**src/rtl/poci_shift_out_if.sv**
```systemverilog
// Bus bundle between the POCI shifter and its surroundings (register mux, PICO, pad).
// Only the data/handshake signals live here; sclk and rstn stay plain ports.
interface poci_shift_out_if #(
  parameter int unsigned DATA_W = 8,
  parameter int unsigned CNT_W  = 8
);

  logic [DATA_W-1:0] read_data;    // register contents at the current address pointer
  logic [7:0]        addr_ptr;     // PICO address pointer
  logic              poci;         // serial data out, MSB first
  logic              poci_oe;      // pad output enable, data phase only
  logic              read_strobe;  // one sclk period after each load
  logic [CNT_W-1:0]  byte_cnt;     // data bytes loaded this transaction, saturating
  logic              busy;         // data phase indicator

  // Environment side: supplies read data and pointer, observes the serial output.
  modport master (
    output read_data,
    output addr_ptr,
    input  poci,
    input  poci_oe,
    input  read_strobe,
    input  byte_cnt,
    input  busy
  );

  // Shifter side.
  modport slave (
    input  read_data,
    input  addr_ptr,
    output poci,
    output poci_oe,
    output read_strobe,
    output byte_cnt,
    output busy
  );

endinterface

```
**src/rtl/poci_shift_out.sv**
```systemverilog
// POCI transmit shifter. Byte 0 of a transaction is the address phase; from the first
// byte boundary with a non-zero address pointer onward, every byte shifts out MSB-first
// the register presented on read_data. All flops run on the falling edge of sclk so that
// poci is stable for the controller's rising-edge sample. The only way out of the data
// phase is rstn, which is pulled when sclk stops at the end of a transaction.
module poci_shift_out #(
  parameter int unsigned DATA_W     = 8,
  parameter bit          IDLE_LEVEL = 1'b0,
  parameter int unsigned CNT_W      = 8
) (
  input logic             sclk,
  input logic             rstn,
  poci_shift_out_if.slave bus
);

  localparam int unsigned BitW = (DATA_W > 1) ? $clog2(DATA_W) : 1;
  localparam logic [BitW-1:0] BitLast = BitW'(DATA_W - 1);

  typedef enum logic [0:0] {
    StAddr,
    StData
  } state_e;

  state_e              state_q, state_d;
  logic [BitW-1:0]     bit_cnt_q, bit_cnt_d;
  logic [DATA_W-1:0]   shreg_q, shreg_d;
  logic                strobe_q, strobe_d;
  logic [CNT_W-1:0]    byte_cnt_q, byte_cnt_d;
  logic                at_bb;
  logic                load;

  // Bit counter: free-running within a byte, the last count marks the byte boundary.
  always_comb begin
    at_bb     = (bit_cnt_q == BitLast);
    bit_cnt_d = at_bb ? '0 : bit_cnt_q + BitW'(1);
  end

  // Next state, shift/load of the data register, strobe and saturating byte count.
  always_comb begin
    state_d    = state_q;
    shreg_d    = shreg_q;
    load       = 1'b0;
    unique case (state_q)
      StAddr: begin
        // A zero pointer means PICO treats the next byte as another address byte.
        if (at_bb && (bus.addr_ptr != 8'h00)) begin
          load    = 1'b1;
          state_d = StData;
        end
      end
      StData: begin
        if (at_bb) begin
          load = 1'b1;
        end else begin
          shreg_d = shreg_q << 1;
        end
      end
      default: begin
        state_d = StAddr;
      end
    endcase
    if (load) begin
      shreg_d = bus.read_data;
    end
    strobe_d   = load;
    byte_cnt_d = byte_cnt_q;
    if (load && (byte_cnt_q != '1)) begin
      byte_cnt_d = byte_cnt_q + CNT_W'(1);
    end
  end

  // State register on the falling edge, asynchronous active-low reset.
  always_ff @(negedge sclk or negedge rstn) begin
    if (!rstn) begin
      state_q    <= StAddr;
      bit_cnt_q  <= '0;
      shreg_q    <= '0;
      strobe_q   <= 1'b0;
      byte_cnt_q <= '0;
    end else begin
      state_q    <= state_d;
      bit_cnt_q  <= bit_cnt_d;
      shreg_q    <= shreg_d;
      strobe_q   <= strobe_d;
      byte_cnt_q <= byte_cnt_d;
    end
  end

  // Outputs decode straight from flops: poci is the register MSB in the data phase,
  // so it only ever moves on a falling edge and drops to idle as soon as rstn asserts.
  always_comb begin
    bus.poci        = (state_q == StData) ? shreg_q[DATA_W-1] : IDLE_LEVEL;
    bus.poci_oe     = (state_q == StData);
    bus.busy        = (state_q == StData);
    bus.read_strobe = strobe_q;
    bus.byte_cnt    = byte_cnt_q;
  end

endmodule

```
**src/flat_wrapper.sv**
```systemverilog
// flat-port wrapper written by rule: the top's interface ports become plain ports
module poci_shift_out_flat 
#(
  parameter int unsigned DATA_W     = 8,
  parameter bit          IDLE_LEVEL = 1'b0,
  parameter int unsigned CNT_W      = 8
)
  (sclk, rstn, bus_read_data, bus_addr_ptr, bus_poci, bus_poci_oe, bus_read_strobe, bus_byte_cnt, bus_busy);
  poci_shift_out_if #(.DATA_W(DATA_W), .CNT_W(CNT_W)) bus_i ();
  input logic sclk;
  input logic rstn;
  input wire logic [$bits(bus_i.read_data)-1:0] bus_read_data;
  input wire logic [$bits(bus_i.addr_ptr)-1:0] bus_addr_ptr;
  output wire logic [$bits(bus_i.poci)-1:0] bus_poci;
  output wire logic [$bits(bus_i.poci_oe)-1:0] bus_poci_oe;
  output wire logic [$bits(bus_i.read_strobe)-1:0] bus_read_strobe;
  output wire logic [$bits(bus_i.byte_cnt)-1:0] bus_byte_cnt;
  output wire logic [$bits(bus_i.busy)-1:0] bus_busy;
  assign bus_i.read_data = bus_read_data;
  assign bus_i.addr_ptr = bus_addr_ptr;
  assign bus_poci = bus_i.poci;
  assign bus_poci_oe = bus_i.poci_oe;
  assign bus_read_strobe = bus_i.read_strobe;
  assign bus_byte_cnt = bus_i.byte_cnt;
  assign bus_busy = bus_i.busy;
  poci_shift_out #(.DATA_W(DATA_W), .IDLE_LEVEL(IDLE_LEVEL), .CNT_W(CNT_W)) u_core (.sclk(sclk), .rstn(rstn), .bus(bus_i));
endmodule
```
**config.mk**
```make
export PLATFORM = sky130hd
export DESIGN_NAME = poci_shift_out_flat
export DESIGN_NICKNAME = d
export VERILOG_FILES = /design/src/rtl/poci_shift_out_if.sv /design/src/rtl/poci_shift_out.sv /design/src/flat_wrapper.sv
export SDC_FILE = /design/constraint.sdc
export NUM_CORES = 1
export LEC_CHECK = 0
export CORE_MARGIN = 2
export CORE_UTILIZATION = 47
export CTS_CLUSTER_DIAMETER = 50
export DETAILED_ROUTE_END_ITERATION = 6
export PLACE_DENSITY = 0.76
export REMOVE_ABC_BUFFERS = 1
export SETUP_SLACK_MARGIN = 0.2
export SYNTH_ARGS = -nofsm -noshare
export SYNTH_HDL_FRONTEND = slang
export SYNTH_SLANG_ARGS = --single-unit
```
**constraint.sdc**
```tcl
create_clock -name sclk -period 3.7 [get_ports sclk]
set_clock_uncertainty 0.1 [all_clocks]
set_input_delay 0.74 -clock sclk [delete_from_list [all_inputs] [get_ports sclk]]
set_output_delay 0.74 -clock sclk [all_outputs]
set_load 0.02 [all_outputs]
```
==> run metrics, run 1 <==
met2 Track Usage GR=38.16%; Int Power=0.2965 mW; Logic pwr share=9.6%; HP Start=u_core.bit_cnt_q[0]$_DFF_NN0_; EDFF count, synth=0; Site Rows=16; Multi-input gate area=560.5 µm²; design area=1749 µm²; clock root cell=clkbuf_4; worst hold path class=flop to flop; Seq pwr share=62.5%; Worst Setup SP=u_core.bus.busy$_DFF_NN0_; 1st-pass router iterations=4; Final Hold Violating Endpoints=0; Initial Utilization=51.13%; fin. max-slew vios=0; first-pass GRT wire length=4.153 mm; Vias=935; met3 Use GR=5.952%; Net Sw Frac=22.22%; top cells by area, synth=dfrtn_1 51%, a221o_1 6.8%, mux2i_1 6.8%, xnor2_1 6.0%, nor2_1 4.0%; Peak VDD IR=0.2989 mV; net switching power=0.08468 mW; area post-placement=1441 µm²; GR Util met1=26.64%; Slew HR=74.13%; fillers=102; Synth area leader=dfrtn_1; top cell type's share of synthesized area=51.34%; MaxCap Viol Count=0; CP dominant cell by count=buf_4; # diodes=0; CTS Sinks=21; PortBufs=29; top cells by count, synth=21 x dfrtn_1, 11 x nor2_1, 7 x a221o_1, 7 x mux2i_1, 7 x xnor2_1; largest net degree at the start of global routing=22; Setup Crit Path Kind=flop to output pin; 1st-iter DRT viols=20; final worst setup slack=-0.03043 ns; Req. time, crit path=2.86 ns; RSZ-0062 raised after global routing=true; area of the core=2002 µm²; post-route antenna net violation count=0; nature of the critical path endpoint=output pin; Lkg Pwr=0.8895 nW; vias in the first global route=902; Die X-Extent=50.67 µm; prevailing post-synth register cell=dfrtn_1; Die ar.=2567 µm²; violated checks=negative setup slack; fin cells=175; clock power share=27.9%; CTS tree=done; clock-pin slew on the worst setup and hold paths=0.07 ns; Skew-Pair Late Insertion Delay=0.30 ns; Nets=170; via density per instance=5.343; syn avg cell area=12.04 µm²; share of cells above drive strength 1=48.65%; Worst-Margin Slew=0.3871 ns; cell area after synthesis=1023 µm²; Total Routing Usage GR=21.92%; CP max FO=4; H-tree Lvls=1; crit-path cells=buf_4 > buf_4; area grow syn2layout=70.90%; synth warn=0; GRT busiest layer=met2; Finished Core Util=87.38%; status=finished with violations; DR WL/cell=15.32 µm; PD cells=217.9 nW/µm²; worst r2r src=u_core.bus.byte_cnt[3]$_DFFE_NN0P_; Max Buffers Root-to-Sink=2; DRC=0; FF+latch count, synth=21; # setup viols final=4; Async S/R FF share, synth=100.0%; Synth cell types=24; TritonCTS Buffers=3; GPL Wtd Cong=0.7077; Seq. cell area=525.5 µm²; initial antenna violation count=0; Post-Route WL=2.681 mm; Post-CTS Hold Buffers=0; die height=50.67 µm; I/O pins=30; most frequent cell after synthesis=dfrtn_1; Cells after Synth=85; critical path startpoint category=flop; gr ovfl total=0; DP HPWL=1.549 mm; slowest cell on the critical path=dfrtn_1; Post-Place Cells=152; crit path DAT=2.89 ns; slowest stage delay, CP=0.47 ns; Seq/Total Area, Yosys=51.34%
==> placed cells by master (no fill, tap or decap), drive strengths merged, types with 2 or more instances in the layout <==
| master | Yosys | layout |
|---|---|---|
| buf | 4 | 51 |
| dfrtn | 21 | 21 |
| nor2 | 11 | 11 |
| clkdlybuf4s50 | 0 | 9 |
| mux2i | 7 | 7 |
| a221o | 7 | 7 |
| xnor2 | 7 | 7 |
| and3 | 4 | 4 |
| nand3 | 4 | 4 |
| clkbuf | 1 | 4 |
| ha | 3 | 3 |
| clkdlybuf4s15 | 0 | 3 |
| nand4 | 3 | 3 |
| nand2 | 3 | 3 |
| and4 | 2 | 2 |
==> worst paths after layout <==
path                                                           end  slack, ns  cells past startpoint
worst max register to register  u_core.bus.byte_cnt[1]$_DFFE_NN0P_       1.56                      7
worst min register to register       u_core.bit_cnt_q[0]$_DFF_NN0_       0.25                      1
min in group asynchronous            u_core.shreg_q[4]$_DFFE_NN0P_       2.41                      2
worst max-delay path                                      bus_busy      -0.03                      2
max in group asynchronous            u_core.bit_cnt_q[2]$_DFF_NN0_       0.84                      2
worst min-delay path                 u_core.bit_cnt_q[0]$_DFF_NN0_       0.25                      1
==> power by group through the flow <==
stage               clock, mW  sequential, mW  combinational [mW]
finish                  0.107           0.238              0.0365
global route            0.121           0.239              0.0394
CTS                     0.112           0.238              0.0349
detailed placement          0           0.242              0.0357
global placement            0           0.242              0.0350
floorplan                   0           0.241             0.00839
==> flip-flops by register name, summed over array words and instances (netlist names) <==
signal	count
u_core.bus.read_strobe	1
u_core.bus.busy	1
u_core.bit_cnt_q	3
u_core.shreg_q	8
u_core.bus.byte_cnt	8
==> final cells by class <==
type | instances | share of cell area, %
repair buffers | 64 | 34.19
inverters | 1 | 0.2146
clock buffers | 3 | 1.288
flip-flops and latches | 21 | 30.04
clock inverters | 1 | 0.2861
multi-input cells | 58 | 32.05
well taps | 27 | 1.931
==> layer usage <==
metal / wire length [µm] / up-vias
met5: 0 / -
met4: 15 / 0
met3: 89 / 4
met2: 1378 / 23
met1: 1198 / 474
li1: - / 434
==> stage by stage <==
| stage | total power, mW | hold WS, ns | setup slack, ns | TNS, ns |
|---|---|---|---|---|
| 3_5_place_dp | 0.2776 | 0.2554 | -0.5693 | -9.087 |
| 2_1_floorplan | 0.2496 | 0.2324 | -0.2035 | -0.3494 |
| 5_1_grt | 0.3989 | 0.2897 | -0.09284 | -0.3950 |
| 3_3_place_gp | 0.2768 | 0.2505 | -0.5495 | -8.762 |
| 4_1_cts | 0.3852 | 0.2598 | -0.03488 | -0.08714 |
| 6_report | 0.3812 | 0.2539 | -0.03043 | -0.1080 |
==> critical path, delay by kind of cell (launching register included) <==
family	cells	cell delay [ns]
flops	1	0.47
buf+inv	2	0.27
==> repair_timing <==
item | CTS | global route
setup buffers | 13 | 6
setup endpoints to repair | 30 | 30
gates resized for setup | 109 | 19
pin swaps | 10 | 9
==> kinds of logic after synthesis <==
group                    count (synthesis)  synth area share, %
AO/OA/AOI/OAI                            9                9.413
XOR/XNOR                                 7                5.990
adder cells (fa/ha/maj)                  3                3.668
buffers and inverters                    6                4.155
flip-flops                              21                51.34
multiplexers                             8                7.946
AND/OR/NAND/NOR                         31                17.48
No activity file was read; power rests on OpenSTA's default activity.
==> run 2, diff against run 1 <==
--- a/config.mk
+++ b/config.mk
@@ -9,7 +9,7 @@
 export CORE_UTILIZATION = 47
 export CTS_CLUSTER_DIAMETER = 50
 export DETAILED_ROUTE_END_ITERATION = 6
-export PLACE_DENSITY = 0.76
+export PLACE_DENSITY = 0.79
 export REMOVE_ABC_BUFFERS = 1
 export SETUP_SLACK_MARGIN = 0.2
 export SYNTH_ARGS = -nofsm -noshare
==> run 2 against run 1 <==
The flow still finishes with violations (negative setup slack); sequential share of layout area grew 2.1 points; global-route usage grew 0.65 points; clock power grew 7%; largest cell class is now multi-input combinational cells; largest power group unchanged; highest routed layer unchanged.
==> run metrics, run 2 (synthesis results as in run 1) <==
status=finished with violations; violated checks=negative setup slack; crit path DAT=2.88 ns; total power draw=0.3890 mW; Max Buffers Root-to-Sink=2; Reg2Reg Capture Point=u_core.bus.byte_cnt[2]$_DFFE_NN0P_; # setup viols final=1; largest net degree at the start of global routing=22; slowest stage delay, CP=0.44 ns; die height=50.67 µm; CTS Sinks=21; Slew HR=73.84%; H-tree Lvls=1; CTS tree=done; Peak VDD IR=0.2251 mV; Final Hold Violating Endpoints=0; I/O pins=30; worst hold path class=flop to flop; area of the core=2002 µm²; TritonCTS Buffers=3; final worst setup slack=-0.01690 ns; Post-Route WL=2.759 mm; fin. max-slew vios=0; post-route antenna net violation count=0; # diodes=0; gr ovfl total=0; GPL Wtd Cong=0.7601; nature of the critical path endpoint=output pin; slowest cell on the critical path=dfrtn_1; clock root cell=clkbuf_4; Place WS=-0.6247 ns; R2R Setup Slk=1.57 ns; Total Routing Usage GR=22.57%; HP Start=u_core.bit_cnt_q[0]$_DFF_NN0_; crit-path cells=and2_1 > buf_6; vias in the first global route=900; PD cells=237.7 nW/µm²; Setup Crit Path Kind=flop to output pin; CP max FO=3; DP HPWL=1.652 mm; share of cells above drive strength 1=47.52%; Vias=916; via density per instance=5.452; Worst-Margin Slew=0.3915 ns; DR WL/cell=16.42 µm; Die ar.=2567 µm²; area grow syn2layout=59.90%; first-pass GRT wire length=4.312 mm; hold worst-path end=u_core.bit_cnt_q[0]$_DFF_NN0_; MaxCap Viol Count=0; setup TNS=-0.01690 ns; initial antenna violation count=0; Req. time, crit path=2.86 ns; Nets=163; Site Rows=16; reg2reg path depth=8; CP bufs+invs=1; 1st-pass router iterations=4; PortBufs=29; 1st-iter DRT viols=29; worst hold path cell count=1; Initial Utilization=51.13%; leading cell types in the layout, fill and taps excluded=24 x buf_4, 21 x dfrtn_1, 18 x buf_6, 10 x nor2_1, 9 x clkdlybuf4s50_1; DRC=0; Die X-Extent=50.67 µm; RSZ-0062 raised after global routing=true; critical path startpoint category=flop; most common cell after layout, fill and taps aside=buf_4; Crit path max-delay family=flip-flops; Skew-Pair Late Insertion Delay=0.31 ns; fillers=122; worst r2r src=u_core.bit_cnt_q[0]$_DFF_NN0_; Lkg Pwr=0.8332 nW; clock-pin slew on the worst setup and hold paths=0.08 ns
==> run 2: changes by cell type in the layout (fill, tap and decap cells not counted), sizes merged <==
cell | previous run | this run
buf | 51 | 45
clkdlybuf4s15 | 3 | 0
clkbuf | 4 | 6
==> run 2: final cells by class <==
class                           instances  area (µm²)  area share [%]
Timing Repair Buffer                   57       503.0           30.73
Clock inverter                          1       5.005          0.3058
Clock buffer                            3       22.52           1.376
Tap cell                               27       33.78           2.064
Inverter                                1       3.754          0.2294
Multi-Input combinational cell         58       543.0           33.18
Sequential cell                        21       525.5           32.11
==> run 2: worst max path at each step <==
| stage | slack [ns] | cells past startpoint | from | end |
|---|---|---|---|---|
| CTS | -0.002 | 2 | u_core.bus.busy$_DFF_NN0_ | bus_poci |
| finish | -0.02 | 2 | u_core.bus.busy$_DFF_NN0_ | bus_poci |
| global route | -0.06 | 2 | u_core.bus.busy$_DFF_NN0_ | bus_poci |
| global placement | -0.57 | 5 | bus_addr_ptr[4] | u_core.shreg_q[5]$_DFFE_NN0P_ |
| detailed placement | -0.62 | 5 | bus_addr_ptr[4] | u_core.shreg_q[1]$_DFFE_NN0P_ |
| floorplan | -0.20 | 1 | u_core.bus.busy$_DFF_NN0_ | bus_poci |
==> run 2: where the power goes <==
group | switching, mW | internal, mW
Sequential | 0.00356 | 0.235
Combinational | 0.0150 | 0.0203
Clock | 0.0748 | 0.0405
Total | 0.0933 | 0.296
==> run 2: timing repair <==
action / 4_1_cts / 5_1_grt
setup endpoints to repair: 30 / 29
pin swaps: 10 / 9
setup buffers: 6 / 5
resized for setup: 108 / 16
gates cloned: 0 / 0
hold buffers: 0 / 0
==> run 2: through the flow <==
| step | instance area (µm²) | hold WS, ns | std cells | utilization, % |
|---|---|---|---|---|
| 6_report | 1637 | 0.2601 | 168 | 81.75 |
| 3_3_place_gp | 1436 | 0.2478 | 153 | 71.75 |
| 2_1_floorplan | 984.7 | 0.2324 | 80 | - |
| 4_1_cts | 1585 | 0.2695 | 163 | 79.19 |
| 5_1_grt | 1637 | 0.3110 | 168 | 81.75 |
| 3_5_place_dp | 1436 | 0.2678 | 153 | 71.75 |
==> run 2: per-layer routing <==
| layer | up-vias | GRT usage [%] | share of wire [%] |
|---|---|---|---|
| met1 | 459 | 30.56 | 43 |
| met5 | - | 0 | 0 |
| li1 | 419 | - | - |
| met4 | 0 | 6.306 | 2.1 |
| met2 | 31 | 37.94 | 51 |
| met3 | 7 | 2.976 | 4.3 |
==> run 3, diff against run 2 <==
--- a/config.mk
+++ b/config.mk
@@ -9,6 +9,7 @@
 export CORE_UTILIZATION = 47
 export CTS_CLUSTER_DIAMETER = 50
 export DETAILED_ROUTE_END_ITERATION = 6
+export MAX_ROUTING_LAYER = met4
 export PLACE_DENSITY = 0.79
 export REMOVE_ABC_BUFFERS = 1
 export SETUP_SLACK_MARGIN = 0.2
==> run 3 against run 2 <==
The run still ends with negative setup slack left; cell area did not move; utilization did not move; power rose by 0.15%; via count rose by 0.44%; flip-flop and latch count did not move; combinational power barely moved; sequential power barely moved; clock power barely moved; register-to-register slack barely moved; setup slack barely moved; first-iteration DRC count rose by 3.4%; highest routed layer unchanged.
==> run metrics, run 3 (synthesis results as in run 1) <==
Crit path max-delay family=flip-flops; Peak VDD IR=0.2260 mV; Seq. cell area=525.5 µm²; PortBufs=29; Seq pwr share=61.2%; Slew HR=73.86%; nature of the critical path endpoint=output pin; largest net degree at the start of global routing=22; CTS Sinks=21; Vias=920; CP bufs+invs=1; met3 Use GR=2.976%; Place WS=-0.6247 ns; fin. max-slew vios=0; Die X-Extent=50.67 µm; CTS tree=done; I/O pins=30; Worst-Margin Slew=0.3912 ns; DR WL/cell=16.42 µm; worst hold path class=flop to flop; die height=50.67 µm; PD cells=238.0 nW/µm²; slowest stage delay, CP=0.44 ns; Total Routing Usage GR=23.25%; status=finished with violations; met2 Track Usage GR=37.94%; Net Sw Frac=24.10%; clock power share=29.8%; DP HPWL=1.652 mm; Post-Place Cells=153; H-tree Lvls=1; clock-pin slew on the worst setup and hold paths=0.08 ns; # setup viols final=1; area grow syn2layout=59.90%; crit path DAT=2.88 ns; Initial Utilization=51.13%; Nets=163; MaxCap Viol Count=0; via density per instance=5.476; RSZ-0062 raised after global routing=true; GPL Wtd Cong=0.7700; crit-path cells=and2_1 > buf_6; Site Rows=16; post-route antenna net violation count=0; Skew-Pair Late Insertion Delay=0.31 ns; DRC=0; Max Buffers Root-to-Sink=2; Final Hold Violating Endpoints=0; # diodes=0; net switching power=0.09390 mW; fillers=122; 1st-iter DRT viols=30; initial antenna violation count=0; fin cells=168; GRT busiest layer=met2; critical path startpoint category=flop; Setup Crit Path Kind=flop to output pin; slowest cell on the critical path=dfrtn_1; gr ovfl total=0; Post-CTS Hold Buffers=0; Die ar.=2567 µm²; vias in the first global route=898; total power draw=0.3896 mW; area of the core=2002 µm²; most common cell after layout, fill and taps aside=buf_4; first-pass GRT wire length=4.326 mm; share of cells above drive strength 1=47.52%; Logic pwr share=9.1%; clock root cell=clkbuf_4; Multi-input gate area=543.0 µm²; Int Power=0.2957 mW; Req. time, crit path=2.86 ns; GR Util met1=30.75%; 1st-pass router iterations=4; Post-Route WL=2.759 mm; leading cell types in the layout, fill and taps excluded=24 x buf_4, 21 x dfrtn_1, 18 x buf_6, 10 x nor2_1, 9 x clkdlybuf4s50_1; Lkg Pwr=0.8332 nW; violated checks=negative setup slack; WHS=0.2601 ns; CP max FO=3; TritonCTS Buffers=3; final worst setup slack=-0.01682 ns
[run 3: stage by stage]
stage	utilization [%]	cell area (µm²)	setup TNS [ns]
2_1_floorplan	-	984.7	-0.3494
3_3_place_gp	71.75	1436	-8.809
3_5_place_dp	71.75	1436	-9.694
4_1_cts	79.19	1585	-0.002779
5_1_grt	81.75	1637	-0.1227
6_report	81.75	1637	-0.01682
[run 3: per-layer routing]
layer	share of wire, %	up-vias
met1	43	461
met3	4.3	5
met2	51	35
met4	1.9	0
li1	-	419
met5	0	-
[run 3: path summary, 6_finish.rpt]
path                                               start                                  to  slack (ns)  depth (start not counted)
max                            u_core.bus.busy$_DFF_NN0_                            bus_poci       -0.02                          2
min                        u_core.bit_cnt_q[0]$_DFF_NN0_       u_core.bit_cnt_q[0]$_DFF_NN0_        0.26                          1
max reg2reg                u_core.bit_cnt_q[0]$_DFF_NN0_  u_core.bus.byte_cnt[2]$_DFFE_NN0P_        1.58                          8
min reg2reg                u_core.bit_cnt_q[0]$_DFF_NN0_       u_core.bit_cnt_q[0]$_DFF_NN0_        0.26                          1
max in group asynchronous                           rstn       u_core.bit_cnt_q[2]$_DFF_NN0_        0.86                          2
min in group asynchronous                           rstn    u_core.bus.read_strobe$_DFF_NN0_        2.39                          2
[run 3: worst register-to-register path: stages (launching register included)]
cell and delay (ns):
dfrtn_1 0.42, ha_1 0.15, ha_1 0.37, inv_1 0.14, a31oi_4 0.30, buf_6 0.16
buf_6 0.12, nand3_4 0.08, xnor2_2 0.15
[run 3: power by group through the flow]
stage | Sequential (mW) | Combinational, mW | Clock (mW)
floorplan | 0.241 | 0.00839 | 0
global placement | 0.242 | 0.0352 | 0
detailed placement | 0.242 | 0.0360 | 0
CTS | 0.238 | 0.0359 | 0.114
global route | 0.239 | 0.0385 | 0.126
finish | 0.238 | 0.0353 | 0.116
[run 3: cell type report]
class,instances,area share [%]
clock buffers,3,1.376
clock inverters,1,0.3058
inverters,1,0.2294
multi-input cells,58,33.18
flip-flops and latches,21,32.11
well taps,27,2.064
repair buffers,57,30.73
[run 3: repair_timing]
| item | in CTS | in global routing |
|---|---|---|
| resized for setup | 108 | 16 |
| buffers inserted | 6 | 5 |
| pin swaps | 10 | 9 |
| endpoints found under the setup margin | 30 | 29 |
